$ cat config.mk
export PLATFORM = sky130hd
export DESIGN_NAME = sar_search_flat
export DESIGN_NICKNAME = d
export VERILOG_FILES = /design/src/rtl/sar_search_if.sv /design/src/rtl/sar_search.sv /design/src/flat_wrapper.sv
export SDC_FILE = /design/constraint.sdc
export NUM_CORES = 1
export LEC_CHECK = 0
export CAP_MARGIN = 20
export CORE_UTILIZATION = 50
export DETAILED_ROUTE_END_ITERATION = 10
export MAX_ROUTING_LAYER = met4
export PLACE_DENSITY = 0.78
export SYNTH_ARGS = -nofsm -noshare
export SYNTH_HDL_FRONTEND = slang
export SYNTH_SLANG_ARGS = --single-unit
$ cat constraint.sdc
create_clock -name clk -period 2.91 [get_ports clk]
set_clock_uncertainty 0.1 [all_clocks]
set_input_delay 0.291 -clock clk [delete_from_list [all_inputs] [get_ports clk]]
set_output_delay 0.291 -clock clk [all_outputs]
set_load 0.02 [all_outputs]
$ cat src/rtl/sar_search_if.sv
// Handshake/bus bundle between the SAR search controller and its comparator/requester.
// master: the search controller. slave: the side that requests searches and answers trials.
interface sar_search_if #(
  parameter int unsigned WIDTH = 8
);
  logic             start;
  logic             ge_in;
  logic [WIDTH-1:0] trial;
  logic             busy;
  logic             done;
  logic [WIDTH-1:0] result;

  modport master (
    input  start,
    input  ge_in,
    output trial,
    output busy,
    output done,
    output result
  );

  modport slave (
    output start,
    output ge_in,
    input  trial,
    input  busy,
    input  done,
    input  result
  );
endinterface

$ cat src/rtl/sar_search.sv
// Successive-approximation search controller driving a magnitude comparator.
// Builds, MSB first, the largest code for which the comparator reports target >= trial.
// Optional macro SAR_SETTLE_EN inserts a SETTLE state after every trial update so each
// trial is held for two cycles and the decision is taken on the second.
module sar_search #(
  parameter int unsigned WIDTH = 8
) (
  input  logic        clk,
  input  logic        rst,
  sar_search_if.master bus
);

`ifdef SAR_SETTLE_EN
  typedef enum logic [1:0] {StIdle, StTry, StSettle, StDone} state_t;
  localparam state_t StAfterUpdate = StSettle;
`else
  typedef enum logic [1:0] {StIdle, StTry, StDone} state_t;
  localparam state_t StAfterUpdate = StTry;
`endif

  localparam logic [WIDTH-1:0] MsbOnly = {1'b1, {(WIDTH-1){1'b0}}};

  state_t           state_q, state_d;
  // Bit under test kept one-hot, so stepping down is a shift rather than a decrement.
  logic [WIDTH-1:0] bit_q, bit_d;
  logic [WIDTH-1:0] trial_q, trial_d;
  logic [WIDTH-1:0] result_q, result_d;
  logic             busy_q, busy_d;
  logic             done_q, done_d;
  logic [WIDTH-1:0] kept;

  assign bus.trial  = trial_q;
  assign bus.busy   = busy_q;
  assign bus.done   = done_q;
  assign bus.result = result_q;

  // State register.
  always_ff @(posedge clk) begin
    if (rst) begin
      state_q <= StIdle;
    end else begin
      state_q <= state_d;
    end
  end

  // Next-state logic.
  always_comb begin
    state_d = state_q;
    case (state_q)
      StIdle: begin
        if (bus.start) begin
          state_d = StAfterUpdate;
        end
      end
`ifdef SAR_SETTLE_EN
      StSettle: state_d = StTry;
`endif
      StTry:  state_d = bit_q[0] ? StDone : StAfterUpdate;
      StDone: state_d = StIdle;
      default: state_d = StIdle;
    endcase
  end

  // Next values of trial code, bit pointer and the registered outputs.
  always_comb begin
    trial_d  = trial_q;
    bit_d    = bit_q;
    result_d = result_q;
    busy_d   = busy_q;
    done_d   = done_q;
    // Trial with the current bit resolved: dropped when the target is below the trial.
    kept     = bus.ge_in ? trial_q : (trial_q & ~bit_q);
    case (state_q)
      StIdle: begin
        if (bus.start) begin
          trial_d = MsbOnly;
          bit_d   = MsbOnly;
          busy_d  = 1'b1;
          done_d  = 1'b0;
        end
      end
      StTry: begin
        // On the last bit the shifted pointer is zero, so trial simply keeps the final code.
        trial_d = kept | (bit_q >> 1);
        bit_d   = bit_q >> 1;
        if (bit_q[0]) begin
          result_d = kept;
          busy_d   = 1'b0;
          done_d   = 1'b1;
        end
      end
      StDone: begin
        done_d = 1'b0;
      end
      default: ;
    endcase
  end

  // Datapath and output registers.
  always_ff @(posedge clk) begin
    if (rst) begin
      trial_q  <= '0;
      bit_q    <= '0;
      result_q <= '0;
      busy_q   <= 1'b0;
      done_q   <= 1'b0;
    end else begin
      trial_q  <= trial_d;
      bit_q    <= bit_d;
      result_q <= result_d;
      busy_q   <= busy_d;
      done_q   <= done_d;
    end
  end

endmodule

$ cat src/flat_wrapper.sv
// flat-port wrapper written by rule: the top's interface ports become plain ports
module sar_search_flat 
#(
  parameter int unsigned WIDTH = 8
)
  (clk, rst, bus_start, bus_ge_in, bus_trial, bus_busy, bus_done, bus_result);
  sar_search_if #(.WIDTH(WIDTH)) bus_i ();
  input  logic clk;
  input  logic rst;
  input wire logic [$bits(bus_i.start)-1:0] bus_start;
  input wire logic [$bits(bus_i.ge_in)-1:0] bus_ge_in;
  output wire logic [$bits(bus_i.trial)-1:0] bus_trial;
  output wire logic [$bits(bus_i.busy)-1:0] bus_busy;
  output wire logic [$bits(bus_i.done)-1:0] bus_done;
  output wire logic [$bits(bus_i.result)-1:0] bus_result;
  assign bus_i.start = bus_start;
  assign bus_i.ge_in = bus_ge_in;
  assign bus_trial = bus_i.trial;
  assign bus_busy = bus_i.busy;
  assign bus_done = bus_i.done;
  assign bus_result = bus_i.result;
  sar_search #(.WIDTH(WIDTH)) u_core (.clk(clk), .rst(rst), .bus(bus_i));
endmodule
# Word level (Yosys, flattened, before mapping)
# Cells that the tools add are included.
[totals] wordCells=33 out_inout_bits=18 inputBits=4 ff_bits=28
[classes] n_eq_ne=4 mux=13 reduce_logical=7 n_bitwise=3
[op_table] cell="$pmux W8 S2" n=2
[op_table] cell="$mux W8" n=2
[op_table] cell="$and A8 B8 Y8" n=1
[op_table] cell="$not A8 Y8" n=1
[op_table] cell="$or A8 B7 Y8" n=1
[op_table] cell="$reduce_and A3 Y1" n=2
[op_table] cell="$mux W1" n=4
[op_table] cell="$mux W2" n=2
[op_table] cell="$pmux W2 S2" n=1
[op_table] cell="$reduce_and A2 Y1" n=2
[op_table] cell="$pmux W1 S3" n=1
[op_table] cell="$reduce_bool A3 Y1" n=1
[op_table] cell="$eq A2 B1 Y1 const B" n=1
[op_table] cell="$eq A2 B2 Y1 const B" n=1
[op_table] cell="$logic_not A2 Y1" n=1
[op_table] cell="$ne A2 B1 Y1 const B" n=1
[op_table] cell="$ne A2 B2 Y1 const B" n=1
[op_table] cell="$pmux W1 S2" n=1
[op_table] cell="$reduce_bool A2 Y1" n=1

# Longest topological paths before layout
[depth] depth_word=5 mapped_depth=5 depth_no_buf=3

# Least setup slack after synthesis
# OpenSTA, ideal clock, no wires.
[synth_path] path_type="flip-flop to flip-flop" start="reg u_core.state_q[1]" end="reg u_core.trial_q[1] (netlist: u_core.bus.trial[1])" path_slack_ps=1578 period_less_slack_ps=1332 stages_incl_launch_ff=6 required_time_ps=2751 n_path_buf=2 arrival_ps=1173 setup_ps=59 cell_sequence="dfxtp_1 > clkbuf_2 > or3b_1 > buf_6 > o22ai_1 > a22o_1"
[synth_via] elab_chain_len=3 elab_cells_between_ends=6 classes_between="eq/ne (2); mux (1); reduce/logical (3)"
[synth_lines] item="start: declaration" line="sar_search.sv:23" text="state_t state_q, state_d;"
[synth_lines] item="start signal: assignment" line="sar_search.sv:40" text="state_q <= StIdle;"
[synth_lines] item="start signal: assignment" line="sar_search.sv:42" text="state_q <= state_d;"
[synth_lines] item="$eq A2 B1 Y1 or $logic_not A2 Y1 (tied branches)" line="sar_search.sv:73" text="case (state_q)"
[synth_lines] item="$reduce_bool A2 Y1 (no line) or $ne A2 B2 Y1 (tied branches)"
[synth_lines] item="$reduce_and A2 Y1 (no line)"
[synth_lines] item="end signal: assignment" line="sar_search.sv:108" text="trial_q <= trial_d;"
[synth_lines] item="end: declaration" line="sar_search.sv:26" text="logic [WIDTH-1:0] trial_q, trial_d;"
# Several ways; a longest one is shown, not always the timed one.
# A chain may end at the register's enable or synchronous reset.

# Final worst setup path
[layout_path] start="reg u_core.trial_q[1] (netlist: u_core.bus.trial[1])" end="out bus_trial[1]"
[layout_lines] item="end: declaration" line="flat_wrapper.sv:12" text="output wire logic [$bits(bus_i.trial)-1:0] bus_trial;"
# No word-level cell between the ends.

==> reports/results.txt <==
Actual slew at the worst max-slew pin: 525 ps
Yosys top cell area share: 49.7%
Clock share of power: 35.7%
Final min period: 1730 ps
WP data required: 2520 ps
Post-DP HPWL: 1570 µm
RSZ-0062 raised after global routing: false
FP Rows: 16
Fillers: 185
Chip Width: 49.5 µm
Slew Limit Fails: 0
Post-layout instance area: 0.00138 mm²
CP top delay family: buffers and inverters
CTS H-tree lvls: 1
CP startpoint kind: register
CP max FO: 3
Post-CTS Setup Inserts: 0
CP bufs+invs: 1
WP depth: 1
Synth cell types: 27
Antenna violation net count after detailed routing: 0
Total power after layout: 0.696 mW
Mapped Area: 0.00113 mm²
Tot GR Track Use: 20.6%
Most frequent cells in the layout: dfxtp_1 (28), clkdlybuf4s50_1 (21), a21oi_1 (11)
Gpl congestion: 0.773
Routed vias: 938
Max-cap violations: 0
Clk buf depth: 2
Layout Nets: 144
Sequential fraction of the synthesis area: 49.7%
Buffers on Ports: 21
Die area: 0.00245 mm²
Pwr Density: 504 mW/mm²
Top post-synthesis cells by area: dfxtp_1 (50%), a22o_1 (5.4%), a21oi_1 (4.9%)
Average wire per standard cell: 13.6 µm
Post-synthesis register bit count: 28
Cells after Synth: 122
CP Capture Type: output pin
Initial antenna violation count: 0
Initial Utilization: 55.3%
Critical Path AT: 1340 ps
Placed cell areas: 0.00133 mm²
Hold path depth: 2
Total congestion overflow: 0
Leakage: 0.472 nW
Antenna Cells: 0
Largest net degree at the start of global routing: 17
Vias in the first global route: 840
Slew margin rel.: 64.9%
Root Buffer: clkbuf_4
Syn avg cell area: 9.25 µm²
CTS tree: yes
Final Hold Fails: 0
Reg power frac: 56.9%
Post-Route WL: 2260 µm
Synth area leader: dfxtp_1
Crit-path slowest cell: clkdlybuf4s50_1
Final worst-path cycle share: 59.4%
Combinational group share of total power: 7.4%
Height of the die: 49.5 µm
Clock Pin Slew Worst Setup and Hold Paths: 140 ps
Internal power: 0.551 mW
Worst hold path type: reg -> reg
Setup ws final: 1180 ps
Core Region: 0.00204 mm²
Net Sw Frac: 20.9%
Vias/cell: 5.65
First-pass DRT Iterations: 4
Clock sink count: 28
R2R depth: 3
First-pass GRT wire length: 3750 µm
Clk Latency, worst-skew pair: 320 ps
Cts bufs inserted: 3
Final non-filler cell total: 166
Starting DRT DRC Count: 22
Setup slack at placement: 896 ps
VDD IR max: 0.000339 V
Ports: 22
Multi-input gate area in the final layout: 514 µm²
WHS: 359 ps
Critical path, cell by cell: clkdlybuf4s50_1
Critical path's largest stage delay: 620 ps
Final setup violation count: 0
Post-cts resize count: 0
CTS Hold Bufs: 0
Commonest non-fill, non-tap cell in the layout: dfxtp_1
Placed insts: 162
Share of cells above drive strength 1: 5.76%
Setup TNS: 0 ps
Critical path type: reg -> out
Max Fclk: 0.578 GHz
Syn Nets: 126
FF+latch area: 561 µm²
DRC Markers: 0
Layout area overhead: 22.5%
Final design utilization: 67.7%
Net switching power figure: 0.145 mW
Status: finished, final reports clean
Syn. warnings: 0
metal layers:
metal / vias up / track usage (%) / routed length (µm)
met5: - / - / 0
met4: 0 / 8.57 / 25
met3: 2 / 2.78 / 106
met2: 28 / 32.9 / 1020
met1: 436 / 26.4 / 1110
li1: 472 / - / -
flip-flops by register name, indices dropped and copies added (netlist names):
register and cells:
u_core.bus.result 8, u_core.bus.done 1, u_core.bus.trial 8, u_core.bit_q 8, u_core.bus.busy 1, u_core.state_q 2
path summary, 6_finish.rpt:
kind                             start                   end  slack [ps]
hold reg to reg   u_core.bus.result[1]  u_core.bus.result[1]         360
setup reg to reg     u_core.state_q[0]   u_core.bus.trial[1]        1190
hold / removal    u_core.bus.result[1]  u_core.bus.result[1]         360
setup / recovery   u_core.bus.trial[1]          bus_trial[1]        1180
worst min-delay path, cell delays in order, from the launching register on:
cell and delay [ps]:
dfxtp_1 330, nand2_1 50, a21oi_1 50
power groups by stage:
stage / sequential, mW / combinational [mW] / clock, mW
floorplan: 0.406 / 0.0342 / 0
global placement: 0.404 / 0.0501 / 0
detailed placement: 0.405 / 0.0511 / 0
CTS: 0.396 / 0.0512 / 0.253
global route: 0.398 / 0.0561 / 0.272
finish: 0.396 / 0.0515 / 0.248
Yosys cell counts:
cell	number
dfxtp_1	28
a21oi_1	11
nand2_1	10
nor2_1	9
nor2b_1	8
a22o_1	7
a22oi_1	7
nand3b_1	7
o22ai_1	7
buf_2	3
o21bai_1	3
and2b_1	2
buf_1	2
nand2b_1	2
nand3_1	2
nor3_1	2
o21ai_0	2
a21o_2	1
and3b_2	1
buf_4	1
buf_6	1
clkbuf_1	1
clkbuf_2	1
inv_1	1
mux2i_1	1
o21ba_2	1
or3b_1	1
area by class of cell:
type | instances | area share (%)
well taps | 27 | 2.44
multi-input cells | 84 | 37.2
clock inverters | 1 | 2.17
clock buffers | 3 | 1.63
flip-flops and latches | 28 | 40.5
inverters | 1 | 0.271
repair buffers | 22 | 15.7
kinds of logic (layout without fill, tap and decap cells):
family                 count (synthesis)  count (layout)  share of synthesized area (%)
AOI/OAI and AO/OA                     39              39                           23.4
and+or+nand+nor                       44              44                           21.3
muxes                                  1               1                          0.887
DFF                                   28              28                           49.7
buffers and inverters                 10              27                           4.77
Note: power is estimated with default switching activity, not from simulation.
